--- src/rtl/dual_rail_linear_map.sv ---
// Pipelined dual-rail GF(2) linear map (out = M*in ^ C) with valid/ready handshake and codeword check.
// Optional macro DR_LINEAR_MAP_ERR_CNT_EN adds an 8-bit saturating invalid-token counter on err_cnt.
module dual_rail_linear_map #(
    parameter int                     WIDTH       = 8,
    parameter int                     PIPE_STAGES = 2,
    parameter logic [WIDTH*WIDTH-1:0] MAT0        = 64'hA0DEACAEC69E5243,
    parameter logic [WIDTH-1:0]       CONST0      = 8'h00,
    parameter logic [WIDTH*WIDTH-1:0] MAT1        = 64'h8040201008040201,
    parameter logic [WIDTH-1:0]       CONST1      = 8'h00
) (
    input  logic             clk,
    input  logic             rst_n,
    input  logic             in_valid,
    output logic             in_ready,
    input  logic [WIDTH-1:0] In_T,
    input  logic [WIDTH-1:0] In_F,
    input  logic             mode,
    output logic             out_valid,
    input  logic             out_ready,
    output logic [WIDTH-1:0] Out_T,
    output logic [WIDTH-1:0] Out_F,
    output logic             err,
`ifdef DR_LINEAR_MAP_ERR_CNT_EN
    output logic [7:0]       err_cnt,
`endif
    input  logic             err_clr
);

    // Dual-rail XOR cell, pairs are {T, F}; a spacer on either input yields a spacer.
    function automatic logic [1:0] dr_xor2(input logic [1:0] a, input logic [1:0] b);
        dr_xor2 = {(a[1] & b[0]) | (a[0] & b[1]), (a[1] & b[1]) | (a[0] & b[0])};
    endfunction

    function automatic logic dr_codeword_ok(input logic [WIDTH-1:0] t, input logic [WIDTH-1:0] f);
        dr_codeword_ok = &(t ^ f);
    endfunction

    // Returns {T rails, F rails}; a 1 in the constant swaps the rails of that output bit.
    function automatic logic [2*WIDTH-1:0] dr_map(input logic [WIDTH-1:0]       t,
                                                  input logic [WIDTH-1:0]       f,
                                                  input logic [WIDTH*WIDTH-1:0] m,
                                                  input logic [WIDTH-1:0]       c);
        logic [1:0]       acc;
        logic             have;
        logic [WIDTH-1:0] ot;
        logic [WIDTH-1:0] of;
        ot = '0;
        of = '0;
        for (int i = 0; i < WIDTH; i++) begin
            acc  = 2'b01;
            have = 1'b0;
            for (int j = 0; j < WIDTH; j++) begin
                if (m[i*WIDTH + j]) begin
                    acc  = have ? dr_xor2(acc, {t[j], f[j]}) : {t[j], f[j]};
                    have = 1'b1;
                end else begin
                    acc  = acc;
                end
            end
            acc   = c[i] ? {acc[0], acc[1]} : acc;
            ot[i] = acc[1];
            of[i] = acc[0];
        end
        dr_map = {ot, of};
    endfunction

    logic [WIDTH-1:0]   st_t_q [PIPE_STAGES];
    logic [WIDTH-1:0]   st_t_d [PIPE_STAGES];
    logic [WIDTH-1:0]   st_f_q [PIPE_STAGES];
    logic [WIDTH-1:0]   st_f_d [PIPE_STAGES];
    logic [PIPE_STAGES-1:0] st_v_q;
    logic [PIPE_STAGES-1:0] st_v_d;
    logic               acc_q;
    logic               acc_d;
    logic               err_q;
    logic               err_d;
    logic               stall_s;
    logic               accept_s;
    logic               tok_ok_s;
    logic               bad_s;
    logic [2*WIDTH-1:0] map0_s;
    logic [2*WIDTH-1:0] map1_s;
    logic [2*WIDTH-1:0] map_s;

    assign stall_s  = out_valid & ~out_ready;
    assign in_ready = rst_n & ~stall_s & ~acc_q;
    assign accept_s = in_valid & in_ready;
    assign tok_ok_s = dr_codeword_ok(In_T, In_F);
    assign bad_s    = accept_s & ~tok_ok_s;
    assign map0_s   = dr_map(In_T, In_F, MAT0, CONST0);
    assign map1_s   = dr_map(In_T, In_F, MAT1, CONST1);
    assign map_s    = mode ? map1_s : map0_s;

    // Pipeline advance: stage 1 takes the mapped token or a spacer, all stages freeze on stall.
    always_comb begin
        st_t_d = st_t_q;
        st_f_d = st_f_q;
        st_v_d = st_v_q;
        if (!stall_s) begin
            if (accept_s && tok_ok_s) begin
                st_t_d[0] = map_s[2*WIDTH-1:WIDTH];
                st_f_d[0] = map_s[WIDTH-1:0];
                st_v_d[0] = 1'b1;
            end else begin
                st_t_d[0] = '0;
                st_f_d[0] = '0;
                st_v_d[0] = 1'b0;
            end
            for (int s = 1; s < PIPE_STAGES; s++) begin
                st_t_d[s] = st_t_q[s-1];
                st_f_d[s] = st_f_q[s-1];
                st_v_d[s] = st_v_q[s-1];
            end
        end else begin
            st_v_d = st_v_q;
        end
    end

    // Acceptance throttle and sticky error flag (a new error beats a clear).
    always_comb begin
        acc_d = acc_q;
        err_d = err_q;
        if (accept_s) begin
            acc_d = 1'b1;
        end else if (!stall_s) begin
            acc_d = 1'b0;
        end else begin
            acc_d = acc_q;
        end
        if (bad_s) begin
            err_d = 1'b1;
        end else if (err_clr) begin
            err_d = 1'b0;
        end else begin
            err_d = err_q;
        end
    end

    // State registers; reset fills every stage with spacer.
    always_ff @(posedge clk or negedge rst_n) begin
        if (!rst_n) begin
            for (int s = 0; s < PIPE_STAGES; s++) begin
                st_t_q[s] <= '0;
                st_f_q[s] <= '0;
            end
            st_v_q <= '0;
            acc_q  <= 1'b0;
            err_q  <= 1'b0;
        end else begin
            st_t_q <= st_t_d;
            st_f_q <= st_f_d;
            st_v_q <= st_v_d;
            acc_q  <= acc_d;
            err_q  <= err_d;
        end
    end

    assign out_valid = st_v_q[PIPE_STAGES-1];
    assign Out_T     = st_t_q[PIPE_STAGES-1];
    assign Out_F     = st_f_q[PIPE_STAGES-1];
    assign err       = err_q;

`ifdef DR_LINEAR_MAP_ERR_CNT_EN
    logic [7:0] err_cnt_q;
    logic [7:0] err_cnt_d;

    // Saturating count of rejected tokens; a coincident error survives the clear as 1.
    always_comb begin
        err_cnt_d = err_cnt_q;
        if (err_clr) begin
            err_cnt_d = bad_s ? 8'd1 : 8'd0;
        end else if (bad_s && (err_cnt_q != 8'hFF)) begin
            err_cnt_d = err_cnt_q + 8'd1;
        end else begin
            err_cnt_d = err_cnt_q;
        end
    end

    // Counter register.
    always_ff @(posedge clk or negedge rst_n) begin
        if (!rst_n) begin
            err_cnt_q <= 8'd0;
        end else begin
            err_cnt_q <= err_cnt_d;
        end
    end

    assign err_cnt = err_cnt_q;
`endif

endmodule
--- config.mk ---
export PLATFORM = sky130hd
export DESIGN_NAME = dual_rail_linear_map
export DESIGN_NICKNAME = d
export VERILOG_FILES = /design/src/rtl/dual_rail_linear_map.sv
export SDC_FILE = /design/constraint.sdc
export NUM_CORES = 1
export LEC_CHECK = 0
export ABC_AREA = 1
export ABC_CLOCK_PERIOD_IN_PS = 1200
export BUFFER_PORTS_ARGS = -buffer_cell sky130_fd_sc_hd__buf_4
export CORE_ASPECT_RATIO = 0.7
export CORE_MARGIN = 2
export CORE_UTILIZATION = 45
export CTS_BUF_LIST = sky130_fd_sc_hd__clkbuf_4 sky130_fd_sc_hd__clkbuf_8
export DETAILED_ROUTE_END_ITERATION = 6
export GPL_TIMING_DRIVEN = 0
export PLACE_DENSITY = 0.66
export SYNTH_ARGS = -nofsm -noshare
export SYNTH_HDL_FRONTEND = slang
export SYNTH_SLANG_ARGS = --single-unit
--- constraint.sdc ---
create_clock -name clk -period 1.2 [get_ports clk]
set_input_delay 0.06 -clock clk [delete_from_list [all_inputs] [get_ports clk]]
set_output_delay 0.06 -clock clk [all_outputs]
set_load 0.005 [all_outputs]
# Word-level counts from Yosys, hierarchy flattened
# Cells that the tools add are included.
# W data, S select, Z words.
[classes]
bitwise = 118
eq_ne = 1
n_reduce_logical = 3
muxes = 8
[ops]
columns = ["cell", "n"]
rows = [
  ["$and A1 B1 Y1", 77],
  ["$or A1 B1 Y1", 36],
  ["$mux W16", 1],
  ["$mux W8", 2],
  ["$reduce_and A8 Y1", 1],
  ["$xor A8 B8 Y8", 1],
  ["$mux W1", 5],
  ["$not A1 Y1", 4],
  ["$ne A2 B1 Y1 const B", 1],
  ["$reduce_bool A2 Y1", 1],
  ["$logic_and A1 B1 Y1", 1],
]
[word_totals]
out_inout_bits = 19
register_bits = 36
in_bits = 22

# Longest topological paths before layout
# Gate-level depths: netlist (run 1).
[depth]
word_depth = 12
mapped_depth = 12

# Worst setup path after synthesis (run 1)
# No wires, ideal clock.
[synth_timing]
path_type = "reg-to-reg"
startpoint = "reg st_v_q[1]"
endpoint = "reg st_t_q[14] in the netlist's numbering"
t_arrival_ns = 1.285
n_path_buf = 0
stages_incl_launch_ff = 12
required_time_ns = 1.134
path_slack_ns = -0.151
synth_period_minus_slack_ns = 1.351
setup_time_ns = 0.066
cell_sequence = "dfrtp_1 -> inv_1 -> nor2_2 -> inv_4 -> nand2_2 -> nor2_4 -> nand2_2 -> nor2_8 -> inv_4 -> a21oi_1 -> nand2_1 -> nand2_1"
[synth_between]
elab_chain_cells = 7
[synth_rtl]
columns = ["element", "line", "text"]
rows = [
  ["start: declaration", "71", "logic [PIPE_STAGES-1:0] st_v_q;"],
  ["start signal: assignment", "152", "st_v_q <= st_v_d;"],
  ["$and A1 B1 Y1", "85", "assign stall_s = out_valid & ~out_ready;"],
  ["$not A1 Y1", "86", "assign in_ready = rst_n & ~stall_s & ~acc_q;"],
  ["$and A1 B1 Y1 (2 in series)", "86", ""],
  ["via in_ready", "14", "output logic in_ready,"],
  ["$and A1 B1 Y1", "87", "assign accept_s = in_valid & in_ready;"],
  ["$logic_and A1 B1 Y1", "100", "if (accept_s && tok_ok_s) begin"],
  ["$mux W8", "100", ""],
  ["end signal: assignment", "150", "st_t_q <= st_t_d;"],
  ["end: declaration", "67", "logic [WIDTH-1:0] st_t_q [PIPE_STAGES];"],
]
# The timed path passes the listed nets, and every way through them passes these cells.
# A chain may end at the register's enable or synchronous reset.

# Worst setup path after layout (run 1)
[layout_timing]
startpoint = "reg st_v_q[1]"
endpoint = "reg st_t_q[8] in the netlist's numbering"
[layout_between]
elab_chain_cells = 7
[layout_rtl]
columns = ["element", "line"]
rows = [
  ["$and A1 B1 Y1 (*)", "85"],
  ["$not A1 Y1", "86"],
  ["$and A1 B1 Y1 (2 in series)", "86"],
  ["$and A1 B1 Y1", "87"],
  ["$logic_and A1 B1 Y1", "100"],
  ["$mux W8", "100"],
]
# Every way passes the cells marked *; elsewhere a longest branch is shown, timed or not.

==> results, run 1 <==
- The critical path is of the register to register type.
- Across all setup checks in the final design, the least slack found is -0.129 ns.
- The depth of the worst register-to-register path is 10.
- Of the post-synthesis cell area, the dominant cell type holds 42.3%.
- The number of standard-cell rows in the floorplan is 20.
- VDD sags by at most 0.000657 V.
- The type of the worst min-delay path is input pin to asynchronous set/reset pin.
- The floorplan step defined a die boundary enclosing 0.00531 sq mm.
- The sort of element at the start of the critical path is a register.
- The share of the Yosys chip area taken by registers is 42.3%.
- The largest buffer count on any clock path is 2.
- After technology mapping, the gate count stands at 299.
- For the final database, setup skew stands at 0.00382 ns.
- The HPWL after detailed placement is 3.80 mm.
- Across all layers, the routed design uses 2053 vias.
- Global routing consumed, over all layers together, 21.0% of the routing resources.
- The number of DRC markers after the initial detailed-route iteration is 95.
- The number of nets in the synthesized netlist is 321.
- Summing all placed instances gives a cell area of 0.00250 sq mm.
- The total overflow left after global routing is 0.
- The required time of the critical path is 1.40 ns.
- The cell accounting for the most synthesized area is sky130_fd_sc_hd__dfrtp_1.
- At the end of routability-driven placement, the weighted congestion stood at 0.904.
- The setup TNS after final layout is -1.32 ns.
- Across the run, the number of max-cap violations was 0.
- The effective utilization at floorplan is 47.8%.
- The number of buffers inserted during clock tree synthesis is 5.
- The number of antenna repair diodes is 0.
- The pre-antenna-repair detailed-routing pass consisted of 4 iterations.
- The height of the die is 61.6 um.
- In this run the cell area of the synthesized design comes to 0.00213 sq mm.
- The maximum frequency from static timing analysis is 0.753 GHz.
- The quantity of I/O buffers inserted on ports is 37.
- After detailed routing, the number of remaining DRC violations is 0.
- The total of fill cells in the finished design is 400.
- The sequential cells in the finished layout cover a total of 901 sq um.
- Clock-pin slew was measured on the worst setup and hold paths at 0.07 ns.
- Counting flops and latches in the post-synthesis netlist gives 36.
- The core region is 0.00445 sq mm.
- The top-level port count is 41.
- The unique cell type count in the Yosys netlist is 23.
- In this run the register-to-register setup slack is -0.13 ns.
- By area the synthesized netlist is led by sky130_fd_sc_hd__dfrtp_1, sky130_fd_sc_hd__nand2_1, sky130_fd_sc_hd__buf_4.
- Dividing the detail-routed wire length by the instance count gives 12.4 um.
- At the pin with the least slew margin, the transition time is 0.472 ns.
- In the layout the commonest cells are sky130_fd_sc_hd__nand2_1, sky130_fd_sc_hd__buf_4, sky130_fd_sc_hd__dfrtp_1.
- In this run the mean area of a mapped cell was 7.12 sq um.
- The sum of routed wire length over all layers is 5.10 mm.
- Setup violations remaining at the end of the flow were counted as 17.
- The later pin in the worst-skew pair is clocked with a latency of 0.28 ns.
- The flow ran to the end, but the final reports show violations.
- For this run, the number of Yosys warnings is 0.
- The pin count of the biggest net entering global routing is 38.
- The number of antenna violations at the first check in global routing came to 0.
- The leakage dissipation is 1.50 nW.
- Once detail routing completed, the nets flagged for antenna violations numbered 0.
- The worst hold margin is -0.268 ns.
- The number of global-route vias before repair is 1782.
- Before CTS, the worst setup slack after placement is -0.281 ns.
- The share of final-layout standard cells stronger than drive strength 1 is 29.5%.
- Setup repair after global routing could not meet its margin everywhere.
- TritonCTS built the clock tree.
- The worst register-to-register path ends at st_t_q[8].
- In the finished design, the share of the clock period the worst path needs comes to 111%.
- The startpoint of the most critical register-to-register path is st_v_q[1].
- The power per cell area is 932 mW/mm^2.
- CTS placed an instance of sky130_fd_sc_hd__clkbuf_8 at the clock tree root.
- In the final design database the tool counted 377 nets.
- The library cell used most frequently in the layout, excluding fill and tap cells, is sky130_fd_sc_hd__nand2_1.
- The total of hold buffers inserted after clock tree synthesis is 1.
- Along the worst path, the maximum fanout reaches 9.
- The area of the multi-input gates is 997 sq um.
- The count of H-tree levels built during CTS is 2.
- The number of pins exceeding their max-slew limit in the final report was 0.
- The post-synthesis to final-layout area growth is 28.8%.
- The finished cells cover 0.00274 sq mm.
- At the worst endpoint, the arrival time is 1.53 ns.
- The final reports fail on negative hold slack, negative setup slack.
- The clock period minus worst slack is 1.33 ns.
- The worst slew margin relative to its limit is 68.6%.
- The die width is 86.2 um.
- The global-route wire length before repair is 8.49 mm.
- The clock sink total is 36.
- The number of hold violations in the final report is 36.
- The kind of end point of the critical path is a register.
- Using the TritonRoute via totals, the vias-per-cell ratio works out to 5.00.
[layout make-up]
cell class	instances	share of cell area, %
inverters	29	4.24
flip-flops and latches	36	32.8
clock buffers	8	3.56
plain buffers	27	6.98
multi-input cells	207	36.4
repair buffers	49	13.5
well taps	55	2.51
[cells by family (layout without fill, tap and decap cells)]
logic type      count (synthesis)  in the layout  synth area share (%)
flops                          36             36                  42.3
compound gates                 41             41                  11.3
buf+inv                        56            113                  13.5
simple gates                  166            166                  33.0
[report_power, final]
part	switching [W]	internal, W
clock	0.000412	0.000513
combinational	0.000254	0.000152
sequential	0.00000519	0.00122
[layer usage]
metal	part of all wire, %	up-vias	GRT usage [%]	routed length [um]
li1	-	1050	-	-
met3	8.0	2	5.63	410
met1	49	944	30.4	2480
met5	0	-	0	0
met2	43	57	32.4	2200
met4	0.25	0	4.24	13
[how the worst max path moves through the flow]
| stage | from | endpoint | slack (ns) | cells past startpoint |
|---|---|---|---|---|
| after floorplan | st_v_q[1] | st_t_q[14] | -0.11 | 11 |
| after global placement | st_v_q[1] | st_t_q[14] | -0.27 | 11 |
| after detailed placement | st_v_q[1] | st_t_q[14] | -0.28 | 11 |
| after CTS | st_v_q[1] | st_t_q[14] | -0.15 | 11 |
| after global routing | st_v_q[1] | st_t_q[14] | -0.21 | 11 |
| final | st_v_q[1] | st_t_q[8] | -0.13 | 10 |
[registers in the layout (all words and copies together), names as in the netlist]
register and flops:
st_v_q 2, err 1, acc_q 1, st_t_q 8
Out_T 8, Out_F 8, st_f_q 8
[synth_stat cells]
cell type	instances
sky130_fd_sc_hd__clkbuf_1	8
sky130_fd_sc_hd__a21oi_1	2
sky130_fd_sc_hd__nor2_2	2
sky130_fd_sc_hd__nand3_1	17
sky130_fd_sc_hd__o21ai_1	6
sky130_fd_sc_hd__or2_0	1
sky130_fd_sc_hd__inv_4	2
sky130_fd_sc_hd__nor2_8	1
sky130_fd_sc_hd__dfrtp_1	36
sky130_fd_sc_hd__buf_4	19
sky130_fd_sc_hd__inv_1	18
sky130_fd_sc_hd__o21ai_0	14
sky130_fd_sc_hd__nand2_1	135
sky130_fd_sc_hd__clkinv_1	1
sky130_fd_sc_hd__nor2_4	1
sky130_fd_sc_hd__nor2_1	1
sky130_fd_sc_hd__o22ai_1	12
sky130_fd_sc_hd__inv_2	8
sky130_fd_sc_hd__nand2_2	4
sky130_fd_sc_hd__nand4_2	1
sky130_fd_sc_hd__o211ai_1	5
sky130_fd_sc_hd__a32oi_1	2
sky130_fd_sc_hd__nand4_1	3
[critical path: stages (launching register included)]
cell and delay [ns]:
sky130_fd_sc_hd__dfrtp_1 0.39, sky130_fd_sc_hd__inv_2 0.07, sky130_fd_sc_hd__nor2_4 0.05, sky130_fd_sc_hd__inv_4 0.06
sky130_fd_sc_hd__nand2_4 0.05, sky130_fd_sc_hd__nor2_4 0.12, sky130_fd_sc_hd__nand2_4 0.08, sky130_fd_sc_hd__nor2_8 0.14
sky130_fd_sc_hd__inv_6 0.07, sky130_fd_sc_hd__buf_4 0.15, sky130_fd_sc_hd__o22ai_4 0.08
[stage by stage]
stage                     util [%]  cells  total power [W]
after floorplan                  -    299          0.00148
after global placement        56.1    391          0.00163
after detailed placement      56.1    391          0.00164
after CTS                     60.0    408          0.00256
after global routing          61.6    411          0.00269
final                         61.6    411          0.00256
[repair_timing]
item,CTS,global route
pin swaps,6,1
setup endpoints to repair,36,35
resized for setup,5,16
setup buffers,8,3
endpoints found under the hold margin,37,36
No activity file was read; power rests on OpenSTA's default activity.
==> inputs of run 2 (changes only) <==
Settings changed: ABC_AREA 1 to not set, CORE_ASPECT_RATIO 0.7 to not set.
==> results, run 2 <==
- Violated checks: negative hold slack, negative setup slack (unchanged).
- The netlist area before placement is 0.00215 sq mm (was 0.00213 sq mm).
- The vias after detailed routing was 1850 (was 2053).
- The type of the worst min-delay path is input pin to asynchronous set/reset pin (unchanged).
- The delay of the slowest cell on the worst path is 0.38 ns (was 0.39 ns).
- The number of standard-cell rows in the floorplan came to 25 (was 20).
- The share of final-layout standard cells stronger than drive strength 1 came to 44.1% (was 29.5%).
- The sequential cell area in the final layout is 901 sq um (unchanged).
- The number of antenna-violating nets in the routed design came to 0 (unchanged).
- The number of antenna repair diodes was 0 (unchanged).
- The instance count of the mapped netlist is 215 (was 299).
- The die width is 73.1 um (was 86.2 um).
- The setup slack of the most critical reg-to-reg path came to -0.29 ns (was -0.13 ns).
- The effective utilization at floorplan was 46.0% (was 47.8%).
- The cell accounting for the most synthesized area was sky130_fd_sc_hd__dfrtp_1 (unchanged).
- The post-synthesis to final-layout area growth is 32.1% (was 28.8%).
- The number of flops mapped to enable cells by yosys is 0 (unchanged).
- The quantity of I/O buffers inserted on ports was 32 (was 37).
- The slack of the critical path is -0.295 ns (was -0.129 ns).
- The area share of the largest cell type after synthesis is 42.0% (was 42.3%).
- The proportion of synthesized flip-flops having asynchronous set or reset is 100% (unchanged).
- The synthesized netlist net count is 237 (was 321).
- The total setup violations reported at the end of the flow was 37 (was 17).
- The number of iterations in the first detailed-routing pass is 4 (unchanged).
- The layout net count is 284 (was 377).
- The kind of end point of the critical path is a register (unchanged).
- The global-route wire length before repair is 7.86 mm (was 8.49 mm).
- CP cell instances: nor2b_4 -> nor4bb_2 -> buf_4 -> nand3_4 -> buf_8 -> o31ai_2 (was inv_2 -> nor2_4 -> inv_4 -> nand2_4 -> nor2_4 -> nand2_4 -> nor2_8 -> inv_6 -> buf_4 -> o22ai_4).
- The pin slew with the least headroom to its limit is 0.538 ns (was 0.472 ns).
- The average cell area after synthesis is 9.98 sq um (was 7.12 sq um).
- The cell with the biggest individual delay on the critical path is sky130_fd_sc_hd__dfrtp_1 (unchanged).
- The unique cell type count in the Yosys netlist is 28 (was 23).
- The maximum frequency from static timing analysis was 0.669 GHz (was 0.753 GHz).
- The weighted congestion at the end of routability-driven global placement is 0.892 (was 0.904).
- The top-level port count came to 41 (unchanged).
- The final worst-path cycle share is 125% (was 111%).
- The clock tree skew after final layout is 0.00448 ns (was 0.00382 ns).
- The clock sink total was 36 (unchanged).
- The sum of routed wire length over all layers is 4.91 mm (was 5.10 mm).
- The leftover overflow at the end of global routing is 0 (unchanged).
- The insertion delay of the later-clocked pin in the worst-skew pair came to 0.29 ns (was 0.28 ns).
- The power per cell area is 960 mW/mm^2 (was 932 mW/mm^2).
- Dominant cells by area after synthesis: sky130_fd_sc_hd__dfrtp_1, sky130_fd_sc_hd__mux2_2, sky130_fd_sc_hd__a22oi_1 (was sky130_fd_sc_hd__dfrtp_1, sky130_fd_sc_hd__nand2_1, sky130_fd_sc_hd__buf_4).
- The number of antenna violations at the first check in global routing was 0 (unchanged).
- The height of the die came to 73.1 um (was 61.6 um).
- Setup repair after global routing missed its margin: true (unchanged).
- The depth of the worst register-to-register path is 6 (was 10).
- The area of the multi-input gates is 0.00113 sq mm (was 997 sq um).
- The total of fill cells in the finished design is 403 (was 400).
- The post-route cell area is 0.00283 sq mm (was 0.00274 sq mm).
- The HPWL after detailed placement came to 3.39 mm (was 3.80 mm).
- The mean routed wirelength per cell is 15.5 um (was 12.4 um).
- The total power is 0.00272 W (was 0.00256 W).
- The core occupancy in the finished layout is 60.8% (was 61.6%).
- The number of global-route vias before repair came to 1599 (was 1782).
- The sequential fraction of the synthesis area is 42.0% (was 42.3%).
- The largest buffer count on any clock path is 2 (unchanged).
- Post-synth top cells: sky130_fd_sc_hd__dfrtp_1, sky130_fd_sc_hd__nand2_1, sky130_fd_sc_hd__a22oi_1 (was sky130_fd_sc_hd__nand2_1, sky130_fd_sc_hd__dfrtp_1, sky130_fd_sc_hd__buf_4).
- The area of the die came to 0.00534 sq mm (was 0.00531 sq mm).
- The core footprint is 0.00466 sq mm (was 0.00445 sq mm).
- The kind of critical path is register to register (unchanged).
- The clock period minus worst slack was 1.49 ns (was 1.33 ns).
- The leakage dissipation is 1.34 nW (was 1.50 nW).
- The setup TNS after final layout is -6.52 ns (was -1.32 ns).
- The leading cell type in the layout, fill and taps excluded is sky130_fd_sc_hd__buf_4 (was sky130_fd_sc_hd__nand2_1).
- The number of warnings issued by yosys came to 0 (unchanged).
- The required time of the critical path is 1.41 ns (was 1.40 ns).
- The sort of element at the start of the critical path is a register (unchanged).
- The worst supply voltage drop on vdd is 0.000511 V (was 0.000657 V).
- The arrival time of the worst setup path is 1.71 ns (was 1.53 ns).
- The worst slew margin relative to its limit is 63.9% (was 68.6%).
- The flip-flop and latch count after synthesis is 36 (unchanged).
- The CTS root buffer is sky130_fd_sc_hd__clkbuf_8 (unchanged).
- The combined global-route utilization of all metal layers is 18.9% (was 21.0%).
- The area after detailed placement was 0.00246 sq mm (was 0.00250 sq mm).
- The count of H-tree levels built during CTS was 2 (unchanged).
- The number of DRC markers after the initial detailed-route iteration was 179 (was 95).
- The via-per-instance ratio is 5.84 (was 5.00).
- Commonest cells after routing, fill and taps aside: sky130_fd_sc_hd__buf_4, sky130_fd_sc_hd__dfrtp_1, sky130_fd_sc_hd__nand2_1 (was sky130_fd_sc_hd__nand2_1, sky130_fd_sc_hd__buf_4, sky130_fd_sc_hd__dfrtp_1).
- The pin count of the biggest net entering global routing is 39 (was 38).
- The TritonCTS clock tree is yes (unchanged).
- The clock-pin transition on the worst setup and hold timing paths is 0.08 ns (was 0.07 ns).
- The biggest fanout along the worst timing path is 5 (was 9).
- The number of hold violations in the final report was 36 (unchanged).
- The number of pins exceeding their max-slew limit in the final report is 0 (unchanged).
- The number of buffers inserted during clock tree synthesis is 5 (unchanged).
- The most frequent cell after synthesis is sky130_fd_sc_hd__dfrtp_1 (was sky130_fd_sc_hd__nand2_1).
- The flip-flop cell with the highest count after synthesis is sky130_fd_sc_hd__dfrtp_1 (unchanged).
- Run status: finished with violations (unchanged).
- The worst hold margin is -0.294 ns (was -0.268 ns).
- The number of remaining DRC errors is 0 (unchanged).
- The max-capacitance violation count came to 0 (unchanged).
run 2: changes by cell type after synthesis, sizes merged, moves of 8 or more:
cell / before / now
a22oi: 0 / 21
xnor2: 0 / 8
nand3: 17 / 1
nand2: 139 / 28
o21ai: 20 / 10
inv: 28 / 4
a221oi: 0 / 10
mux2: 0 / 16
run 2: worst max-delay path: cells and delay by family, from the launching register on:
kind	cells	cell delay, ns
buf+inv	2	0.35
simple gates	3	0.52
flops	1	0.38
compound gates	1	0.16
run 2: power by group:
group	internal, W	leakage [nW]	switching, W	total, W
logic	0.000172	0.780	0.000256	0.000428
clock network	0.000614	0.0541	0.000457	0.00107
registers	0.00122	0.501	0.00000428	0.00122
total	0.00200	1.34	0.000717	0.00272
run 2: timing repair:
action,CTS,global route
gates cloned,1,0
pin swaps,6,8
buffers inserted,4,3
endpoints found under the hold margin,36,36
resized for setup,27,29
endpoints found under the setup margin,35,37
run 2: per-stage QoR:
step                std cells  setup WS, ns
global route              317        -0.411
finish                    317        -0.295
global placement          301        -0.546
detailed placement        301        -0.542
CTS                       314        -0.292
floorplan                 215        -0.288
run 2: layout make-up:
type	count	area share [%]
flip-flops and latches	36	31.8
inverters	4	0.530
clock buffers	5	2.43
plain buffers	36	10.2
repair buffers	40	11.4
well taps	54	2.38
multi-input cells	139	39.7
clock inverters	3	1.50
run 2: final timing paths:
path,to,startpoint
max,st_f_q[13],st_v_q[1]
min,err,rst_n
max reg2reg,st_f_q[13],st_v_q[1]
min reg2reg,st_v_q[1],st_v_q[0]
max in group asynchronous,Out_F[3],rst_n
min in group clk,err,err_clr
run 2: routing by layer:
layer / GRT usage, % / routed length [um]
met1: 27.5 / 2180
met2: 27.2 / 2310
met3: 4.56 / 331
met4: 7.20 / 87
met5: 0 / 0
run 2: kinds of logic after synthesis:
logic type	Yosys count	synth area share, %
multiplexers	16	8.40
XOR/XNOR	8	3.27
AO/OA/AOI/OAI	70	24.5
AND/OR/NAND/NOR	45	10.7
flip-flops	36	42.0
buffers and inverters	40	11.1
